==> config.mk <==
export PLATFORM = sky130hd
export DESIGN_NAME = cfg_reg_arbiter
export DESIGN_NICKNAME = d
export VERILOG_FILES = /design/src/rtl/cfg_pkg.sv /design/src/rtl/rr_arbiter.sv /design/src/rtl/cfg_reg_arbiter.sv
export SDC_FILE = /design/constraint.sdc
export NUM_CORES = 1
export LEC_CHECK = 0
export ABC_CLOCK_PERIOD_IN_PS = 4150
export BUFFER_PORTS_ARGS = -buffer_cell sky130_fd_sc_hd__buf_2
export CORE_ASPECT_RATIO = 1.5
export CORE_UTILIZATION = 49
export CTS_CLUSTER_DIAMETER = 40
export DETAILED_ROUTE_END_ITERATION = 8
export MAX_ROUTING_LAYER = met4
export PLACE_DENSITY = 0.87
export SETUP_SLACK_MARGIN = 0.3
export SYNTH_ARGS = -nofsm -noshare
export SYNTH_HDL_FRONTEND = slang
export SYNTH_HIERARCHICAL = 1
export SYNTH_SLANG_ARGS = --single-unit
==> constraint.sdc <==
create_clock -name clk -period 4.15 [get_ports clk]
set_clock_uncertainty 0.2 [all_clocks]
set_input_delay 0.2075 -clock clk [delete_from_list [all_inputs] [get_ports clk]]
set_output_delay 0.2075 -clock clk [all_outputs]
set_load 0.05 [all_outputs]
==> src/rtl/cfg_pkg.sv <==
// Shared constants and types for the PWM configuration register arbiter.
package cfg_pkg;

    // Register addresses of the five PWM configuration registers.
    localparam int unsigned ADDR_OUT_LO  = 32'h00;
    localparam int unsigned ADDR_OUT_HI  = 32'h01;
    localparam int unsigned ADDR_PWM_LO  = 32'h02;
    localparam int unsigned ADDR_PWM_HI  = 32'h03;
    localparam int unsigned ADDR_DUTY    = 32'h04;

    // Value every configuration register takes on reset.
    localparam int unsigned REG_RST_VAL  = 32'h00;

    // Bus lock state.
    typedef enum logic {
        ST_IDLE   = 1'b0,
        ST_LOCKED = 1'b1
    } state_t;

endpackage

==> src/rtl/rr_arbiter.sv <==
// Combinational round-robin arbiter: the search starts just after the last
// granted index and the first eligible (requesting and unmasked) index wins.
module rr_arbiter #(
    parameter int NUM_REQ = 2,
    localparam int LG_W   = (NUM_REQ > 1) ? $clog2(NUM_REQ) : 1
) (
    input  logic [NUM_REQ-1:0] req,
    input  logic [LG_W-1:0]    last_grant,
    input  logic [NUM_REQ-1:0] mask,
    output logic [NUM_REQ-1:0] grant
);

    logic [NUM_REQ-1:0] eligible;
    assign eligible = req & mask;

    // Walk the requesters in priority order and pick the first eligible one.
    always_comb begin
        logic            found;
        logic [LG_W-1:0] idx;
        grant = '0;
        found = 1'b0;
        idx   = '0;
        for (int k = 1; k <= NUM_REQ; k++) begin
            idx = LG_W'((int'(last_grant) + k) % NUM_REQ);
            if (!found && eligible[idx]) begin
                grant[idx] = 1'b1;
                found      = 1'b1;
            end
        end
    end

endmodule

==> src/rtl/cfg_reg_arbiter.sv <==
// PWM configuration register bank with round-robin shared write access and
// a lockable bus (with idle timeout) for atomic multi-register updates.
module cfg_reg_arbiter
    import cfg_pkg::*;
#(
    parameter int NUM_REQ      = 2,
    parameter int ADDR_W       = 7,
    parameter int DATA_W       = 8,
    parameter int LOCK_TIMEOUT = 64
) (
    input  logic                      clk,
    input  logic                      rst_n,
    input  logic [NUM_REQ-1:0]        req_valid,
    input  logic [NUM_REQ-1:0]        req_lock,
    input  logic [NUM_REQ*ADDR_W-1:0] req_addr,
    input  logic [NUM_REQ*DATA_W-1:0] req_data,
    output logic [NUM_REQ-1:0]        req_ready,
    output logic [DATA_W-1:0]         en_reg_out_7_0,
    output logic [DATA_W-1:0]         en_reg_out_15_8,
    output logic [DATA_W-1:0]         en_reg_pwm_7_0,
    output logic [DATA_W-1:0]         en_reg_pwm_15_8,
    output logic [DATA_W-1:0]         pwm_duty_cycle,
    output logic                      addr_err,
    output logic                      lock_timeout,
    output logic [7:0]                err_count
);

    localparam int LG_W  = (NUM_REQ > 1) ? $clog2(NUM_REQ) : 1;
    localparam int CNT_W = $clog2(LOCK_TIMEOUT + 1);

    state_t             state;
    logic [LG_W-1:0]    last_grant;
    logic [LG_W-1:0]    owner;
    logic [CNT_W-1:0]   lock_cnt;
    logic [NUM_REQ-1:0] mask;
    logic [NUM_REQ-1:0] grant;
    logic               xfer;
    logic [LG_W-1:0]    gidx;
    logic [ADDR_W-1:0]  sel_addr;
    logic [DATA_W-1:0]  sel_data;
    logic               sel_lock;

    // Error counter increment that sticks at all-ones instead of wrapping.
    function automatic logic [7:0] sat_inc(input logic [7:0] v);
        return (v == 8'hFF) ? v : v + 8'd1;
    endfunction

    // While locked only the owner may be granted.
    assign mask = (state == ST_IDLE) ? {NUM_REQ{1'b1}} : (NUM_REQ'(1) << owner);

    rr_arbiter #(.NUM_REQ(NUM_REQ)) u_rr (
        .req        (req_valid),
        .last_grant (last_grant),
        .mask       (mask),
        .grant      (grant)
    );

    assign req_ready = rst_n ? grant : '0;
    assign xfer      = |(req_valid & req_ready);

    // Select the index, address, data and lock flag of the granted requester.
    always_comb begin
        gidx     = '0;
        sel_addr = '0;
        sel_data = '0;
        sel_lock = 1'b0;
        for (int k = 0; k < NUM_REQ; k++) begin
            if (grant[k]) begin
                gidx     = LG_W'(k);
                sel_addr = req_addr[k*ADDR_W +: ADDR_W];
                sel_data = req_data[k*DATA_W +: DATA_W];
                sel_lock = req_lock[k];
            end
        end
    end

    // Lock FSM: grant history, lock ownership and idle timeout.
    always_ff @(posedge clk) begin
        if (!rst_n) begin
            state        <= ST_IDLE;
            owner        <= '0;
            last_grant   <= LG_W'(NUM_REQ - 1);
            lock_cnt     <= '0;
            lock_timeout <= 1'b0;
        end else begin
            lock_timeout <= 1'b0;
            if (xfer)
                last_grant <= gidx;
            case (state)
                ST_IDLE: begin
                    if (xfer && sel_lock) begin
                        state    <= ST_LOCKED;
                        owner    <= gidx;
                        lock_cnt <= '0;
                    end
                end
                ST_LOCKED: begin
                    // An owner transfer always beats a coincident timeout.
                    if (xfer) begin
                        if (!sel_lock)
                            state <= ST_IDLE;
                        lock_cnt <= '0;
                    end else if (lock_cnt == CNT_W'(LOCK_TIMEOUT - 1)) begin
                        state        <= ST_IDLE;
                        lock_timeout <= 1'b1;
                        last_grant   <= owner;
                        lock_cnt     <= '0;
                    end else begin
                        lock_cnt <= lock_cnt + CNT_W'(1);
                    end
                end
                default: state <= ST_IDLE;
            endcase
        end
    end

    // Register bank writes and unmapped-address error reporting.
    always_ff @(posedge clk) begin
        if (!rst_n) begin
            en_reg_out_7_0  <= DATA_W'(REG_RST_VAL);
            en_reg_out_15_8 <= DATA_W'(REG_RST_VAL);
            en_reg_pwm_7_0  <= DATA_W'(REG_RST_VAL);
            en_reg_pwm_15_8 <= DATA_W'(REG_RST_VAL);
            pwm_duty_cycle  <= DATA_W'(REG_RST_VAL);
            addr_err        <= 1'b0;
            err_count       <= 8'h00;
        end else begin
            addr_err <= 1'b0;
            if (xfer) begin
                if (sel_addr == ADDR_W'(ADDR_OUT_LO))
                    en_reg_out_7_0 <= sel_data;
                else if (sel_addr == ADDR_W'(ADDR_OUT_HI))
                    en_reg_out_15_8 <= sel_data;
                else if (sel_addr == ADDR_W'(ADDR_PWM_LO))
                    en_reg_pwm_7_0 <= sel_data;
                else if (sel_addr == ADDR_W'(ADDR_PWM_HI))
                    en_reg_pwm_15_8 <= sel_data;
                else if (sel_addr == ADDR_W'(ADDR_DUTY))
                    pwm_duty_cycle <= sel_data;
                else begin
                    addr_err  <= 1'b1;
                    err_count <= sat_inc(err_count);
                end
            end
        end
    end

endmodule

## After elaboration in Yosys (flattened, before gate mapping)

Index checks and enable logic that the tools add are counted.
Widths: inputs -> output; s select.

| storage, ports and cells | value |
|---|---|
| output and inout bits | 52 |
| logic and storage cells | 91 |
| flip-flop bits (word level) | 60 |

| operators by class | value |
|---|---|
| shift operators | 1 |
| muxes and demuxes | 35 |
| $lt $le $gt $ge | 4 |
| add/sub/neg operators | 4 |
| reduce and logical (&&, ||, !) cells | 16 |
| bitwise logic cells | 12 |
| equal/unequal tests | 7 |

Operator list:

| operator | count |
|---|---|
| $mux 7 | 5 |
| $mux 1 | 20 |
| $mux 8 | 2 |
| $eq 7x2->1 const B | 2 |
| $pmux 7 s2 | 1 |
| $not 1->1 | 9 |
| $add 8x1->8 const B | 1 |
| $eq 8x8->1 const B | 1 |
| $mux 2 | 4 |
| $add 7x1->7 const B | 1 |
| $eq 7x1->1 const B | 1 |
| $eq 7x3->1 const B | 1 |
| $eq 7x6->1 const B | 1 |
| $logic_not 7->1 | 1 |
| $reduce_and 7->1 | 1 |
| $reduce_and 6->1 | 1 |
| $reduce_or 6->1 | 1 |
| $reduce_and 5->1 | 1 |
| $and 2x2->2 | 2 |
| $logic_and 1x1->1 | 4 |
| $lt 1x2->1 const B | 2 |
| $reduce_and 2->1 | 2 |
| $reduce_and 4->1 | 1 |
| $reduce_or 4->1 | 1 |
| 10 further kinds | 13 |

## Longest topological paths before layout

| logic depth | value |
|---|---|
| depth after elaboration | 16 |
| mapped depth | 10 |
| gate-level depth less buffers | 8 |

## Modules after synthesis

Netlist, hierarchy kept.

Modules (own cells, without submodules):

| module | sequential area each (µm²) | instances | area each (µm²) | cells each |
|---|---|---|---|---|
| cfg_reg_arbiter | 1201.2 | 1 | 2702.6 | 291 |
| rr_arbiter | 0.0 | 1 | 20.0 | 3 |

## Least setup slack after synthesis

No wires, ideal clock.

| path | value |
|---|---|
| path kind | register -> register |
| start point | register state |
| end point | register pwm_duty_cycle[1] |
| buffers on the path | 2 |
| library setup time | 0.128 ns |
| arrival | 2.048 ns |
| data required time | 3.822 ns |
| path slack | 1.774 ns |
| cell stages (with the launch flop) | 10 |
| clock period less this slack | 2.376 ns |
| path through | dfxtp_1 nand2_1 a31oi_1 buf_2 and3b_1 o221ai_1 nor3_1 buf_2 mux2i_1 nor2_1 |

RTL lines:

| what | line | RTL |
|---|---|---|
| from (decl) | cfg_reg_arbiter.sv:31 | `state_t state;` |
| from (signal assigned) | cfg_reg_arbiter.sv:80 | `state <= ST_IDLE;` |
| from (signal assigned) | cfg_reg_arbiter.sv:92 | `state <= ST_LOCKED;` |
| from (signal assigned) | cfg_reg_arbiter.sv:101 | `state <= ST_IDLE;` |
| $mux 2 (*) | cfg_reg_arbiter.sv:49 | `assign mask = (state == ST_IDLE) ? {NUM_REQ{1'b1}} : (NUM_REQ'(1) << owner);` |
| via mask[0] | cfg_reg_arbiter.sv:35 | `logic [NUM_REQ-1:0] mask;` |
| $and 2x2->2 (*) | rr_arbiter.sv:14 | `assign eligible = req & mask;` |
| $mux 1 (not written as such) (2 in series) | rr_arbiter.sv:25 | `if (!found && eligible[idx]) begin` |
| $mux 1 | rr_arbiter.sv:25 |  |
| $logic_not 1->1 | rr_arbiter.sv:25 |  |
| $logic_and 1x1->1 | rr_arbiter.sv:25 |  |
| $mux 2 (*) | rr_arbiter.sv:25 |  |
| via grant[1] | cfg_reg_arbiter.sv:36 | `logic [NUM_REQ-1:0] grant;` |
| $mux 7 or $mux 2 (tied branches) | cfg_reg_arbiter.sv:68, cfg_reg_arbiter.sv:58 |  |
| $eq 7x2->1 (tied with other cells) | cfg_reg_arbiter.sv:136 | `else if (sel_addr == ADDR_W'(ADDR_PWM_HI))` |
| $not 1->1 (no source line) or $reduce_or 2->1 (tied branches) | - |  |
| $reduce_and 6->1 (no source line) | - |  |
| to (signal assigned) | cfg_reg_arbiter.sv:124 | `pwm_duty_cycle <= DATA_W'(REG_RST_VAL);` |
| to (signal assigned) | cfg_reg_arbiter.sv:139 | `pwm_duty_cycle <= sel_data;` |
| to (decl) | cfg_reg_arbiter.sv:22 | `output logic [DATA_W-1:0] pwm_duty_cycle,` |

Mark *: on every way through the listed nets, which the timed path passes. The rest lies on a longest branch. The select of a mux whose other input is x is not followed.
A chain may end at the register's enable or synchronous reset.

## Worst setup path after layout

| path | value |
|---|---|
| start point | register state |
| end point | register en_reg_pwm_7_0[6] |

RTL lines:

| what | line | RTL |
|---|---|---|
| $mux 2 (*) | cfg_reg_arbiter.sv:49 |  |
| via mask[0] | cfg_reg_arbiter.sv:35 |  |
| $and 2x2->2 (*) | rr_arbiter.sv:14 |  |
| $mux 1 (not written as such) (2 in series) | rr_arbiter.sv:25 |  |
| $mux 1 | rr_arbiter.sv:25 |  |
| $logic_not 1->1 | rr_arbiter.sv:25 |  |
| $logic_and 1x1->1 | rr_arbiter.sv:25 |  |
| $mux 2 (*) | rr_arbiter.sv:25 |  |
| via grant[1] | cfg_reg_arbiter.sv:36 |  |
| $mux 7 or $mux 2 (tied branches) | cfg_reg_arbiter.sv:68, cfg_reg_arbiter.sv:58 |  |
| $eq 7x1->1 (tied with other cells) | cfg_reg_arbiter.sv:132 | `else if (sel_addr == ADDR_W'(ADDR_OUT_HI))` |
| $not 1->1 (no source line) or $reduce_or 2->1 (tied branches) | - |  |
| $reduce_and 4->1 (no source line) | - |  |
| to (signal assigned) | cfg_reg_arbiter.sv:122 | `en_reg_pwm_7_0 <= DATA_W'(REG_RST_VAL);` |
| to (signal assigned) | cfg_reg_arbiter.sv:135 | `en_reg_pwm_7_0 <= sel_data;` |
| to (decl) | cfg_reg_arbiter.sv:20 | `output logic [DATA_W-1:0] en_reg_pwm_7_0,` |

Marked as above.

==> flow_metrics.py <==
metrics = {
    "outcome": {
        "run_status": "complete, no violations",
    },
    "timing": {
        "fin_crit_sh": 0.739,
        "slew_headroom": 0.416,
        "max_slew.worst_pin.slew_ns": 0.872,
        "setup_viol": 0,
        "max_slew_violations": 0,
        "finalWorstPathRequiredPeriod_ns": 3.07,
        "achievable-frequency_ghz": 0.326,
        "fin_hold_ws_ns": 0.0655,
        "setup-tns-final_ns": 0,
        "grt_setup_unrepaired": "no",
        "final_hold_vios": 0,
    },
    "cells_and_area": {
        "finalInstanceArea_sq_um": 3400,
        "drive_gt1_frac": 0.294,
        "regArea_sq_um": 1200,
        "diodes": 0,
        "mostFrequentLayoutCell": "buf_2",
        "final_cell_mix": "87 x buf_2, 60 x dfxtp_1, 56 x nand2_1",
        "multiInputGateArea_sq_um": 1440,
        "area_growth_syn_to_layout_pct": 25.0,
        "nets": 418,
        "postLayoutCoreUtil": 0.649,
        "fillers": 443,
    },
    "worst_setup_path": {
        "arrival_ns": 3.13,
        "slowest_delay_ns": 0.67,
        "critical_path.endpoint_type": "flip-flop",
        "crit_path_max_delay_cell_type": "or3_1",
        "cp_data_required_time_ns": 4.21,
        "rr_startpoint": "state",
        "reg_to_reg_slack_setup_ns": 1.08,
        "worstPathCellList": "nand2_1, a31oi_2, nor3b_1, a21oi_1, or3_1, nor2_8, mux2i_1",
        "critical_path_start_type": "flip-flop",
        "worstSetupPathType": "flip-flop to flip-flop",
        "regToRegEndpoint": "en_reg_pwm_7_0[6]",
        "crit_path_max_fanout": 13,
        "timing.reg2reg.worst_path_depth": 7,
    },
    "min_path": {
        "startpoint_of_the_most_critical_hold_path": "req_data[3]",
        "min_path_type": "input port to flip-flop",
        "holdPathEnd": "pwm_duty_cycle[3]",
        "min_delay_path_depth": 4,
    },
    "yosys": {
        "edff_count_synth": 0,
        "synth_seq_area_share": 0.441,
        "synth.lib_cells_used.distinct": 44,
        "post_synth_instance_area_sq_um": 2720,
        "synth_async_sr_flop_share": 0,
        "warning_count_from_the_yosys_run": 6,
        "synth_nets": 332,
        "synth_top_flop_cell": "dfxtp_1",
        "synth_cells": 294,
        "avgSynthCellArea_sq_um": 9.26,
        "ys_seq_elements": 60,
    },
    "route": {
        "via_count": 2464,
        "detail_route.drc_violations": 0,
        "routed_via_density": 5.45,
        "post_dr_wirelength_cell_microns": 15.0,
        "wirelength_microns": 6760,
        "detail_route.iter0.violations": 165,
        "ant_nets": 0,
        "drt_pass1_iterations": 5,
    },
    "floorplanning": {
        "pin_count": 88,
        "core_area_sq_um": 5250,
        "design.die.area_sq_um": 5860,
        "core.rowCount": 32,
        "initial_utilization": 0.519,
        "chipWidth_microns": 62.9,
        "die_h_microns": 93.3,
    },
    "place": {
        "place.gp.congestion": 0.822,
        "dp_hpwl_microns": 4890,
        "cell_area_after_placement_sq_um": 3200,
        "buffer_ports.inserted": 87,
    },
    "power": {
        "leakagePower_nw": 1.54,
        "totalPowerFinal_mw": 1.29,
        "vdd_drop_max_uv": 232,
        "pwr_density_cell_nw_per_um2": 380,
    },
    "clock_tree": {
        "htree_levels": 3,
        "clock_tree.root_cell": "clkbuf_8",
        "cts_setup_buffers": 0,
        "worst_skew_pair_later_pin_latency_ns": 0.34,
        "cts_tree": "done",
        "cts.clk_slew.worst_paths_ns": 0.06,
        "clockBufferDepth": 2,
        "post_cts_resized": 0,
        "cts_inserted_buffers": 9,
        "cts_hold_repair.buffers": 0,
        "clock_sinks": 60,
    },
    "global_route": {
        "pin_count_of_the_biggest_net_entering_global_routing": 54,
        "globalRoute.totalOverflow": 0,
        "first_global_vias": 2315,
        "grt.total_usage": 0.247,
        "wire_length_of_the_first_global_routing_pass_microns": 10800,
        "number_of_antenna_violations_at_the_first_check_in_global_routing": 0,
    },
    "run": {
        "maxcap_viol_count": 0,
    },
}
## sequential cells by signal (all words and copies together), names as in the netlist
| register | cells |
|---|---|
| last_grant | 1 |
| state | 1 |
| err_count | 8 |
| en_reg_pwm_15_8 | 8 |
| lock_timeout | 1 |
| owner | 1 |
| lock_cnt | 7 |
| addr_err | 1 |
| pwm_duty_cycle | 8 |
| en_reg_out_15_8 | 8 |
| en_reg_out_7_0 | 8 |
| en_reg_pwm_7_0 | 8 |
## report_power, final
group	internal (mW)	switching (mW)
Clock	0.324	0.218
Sequential	0.585	0.00809
Combinational	0.0519	0.106
## Yosys cell counts, types with 2 or more instances
cell,instances,share of area
ha_1,2,0.0092
nand4_1,2,0.0046
o21ai_1,3,0.0055
buf_6,2,0.0083
buf_2,5,0.0092
dfxtp_1,60,0.44
a21oi_1,6,0.011
nand2b_1,5,0.011
o21ai_0,4,0.0074
buf_1,3,0.0041
mux2i_1,46,0.17
a31oi_1,4,0.0092
a22o_1,6,0.019
a22oi_1,4,0.011
clkbuf_1,5,0.0069
nand2_1,56,0.077
nand3_1,7,0.013
and3_1,3,0.0069
inv_1,4,0.0055
nor2b_1,3,0.0069
nor3_1,8,0.015
nor3b_1,3,0.0083
nor2_1,25,0.034
a211oi_1,3,0.0083
nor2_8,4,0.029
or3_1,3,0.0069
## worst max-delay path: cells and delay by family, from the launching register on
kind / cells / cell delay (ns)
and+or+nand+nor: 4 / 1.51
AOI/OAI and AO/OA: 2 / 0.59
DFF: 1 / 0.45
muxes: 1 / 0.24
## cell type report
| class | instances | area share |
|---|---|---|
| Inverter | 4 | 0.00441 |
| Timing Repair Buffer | 90 | 0.135 |
| Sequential cell | 60 | 0.353 |
| Clock buffer | 14 | 0.0508 |
| Clock inverter | 1 | 0.00883 |
| Tap cell | 68 | 0.0250 |
| Multi-Input combinational cell | 215 | 0.423 |
## worst max-delay path by stage
stage                     start                 to  slack [ns]  cells after the start
after floorplan           state  pwm_duty_cycle[1]        1.77                      9
after global placement    state  en_reg_out_7_0[5]        1.31                      7
after detailed placement  state  en_reg_out_7_0[1]        1.16                      7
after CTS                 state  en_reg_pwm_7_0[6]        1.10                      7
after global routing      state  en_reg_out_7_0[1]        0.91                      7
final                     state  en_reg_pwm_7_0[6]        1.08                      7
## per-stage QoR
stage	instances	worst slack (ns)
3_3_place_gp	437	1.31
2_1_floorplan	294	1.77
6_report	452	1.08
3_5_place_dp	437	1.16
4_1_cts	452	1.10
5_1_grt	452	0.909
## metal layers
| layer | global-route usage | routed length [microns] |
|---|---|---|
| met5 | - | 0 |
| met4 | 0.167 | 221 |
| met3 | 0.0500 | 352 |
| met2 | 0.401 | 3430 |
| met1 | 0.270 | 2760 |
## kinds of logic after synthesis
group / count (synthesis) / synth area share
simple gates: 125 / 0.234
flops: 60 / 0.441
mux: 46 / 0.169
compound gates: 42 / 0.112
buf+inv: 19 / 0.0340
fa+ha+maj: 2 / 0.00919
Power figures use the tool's default switching activity.
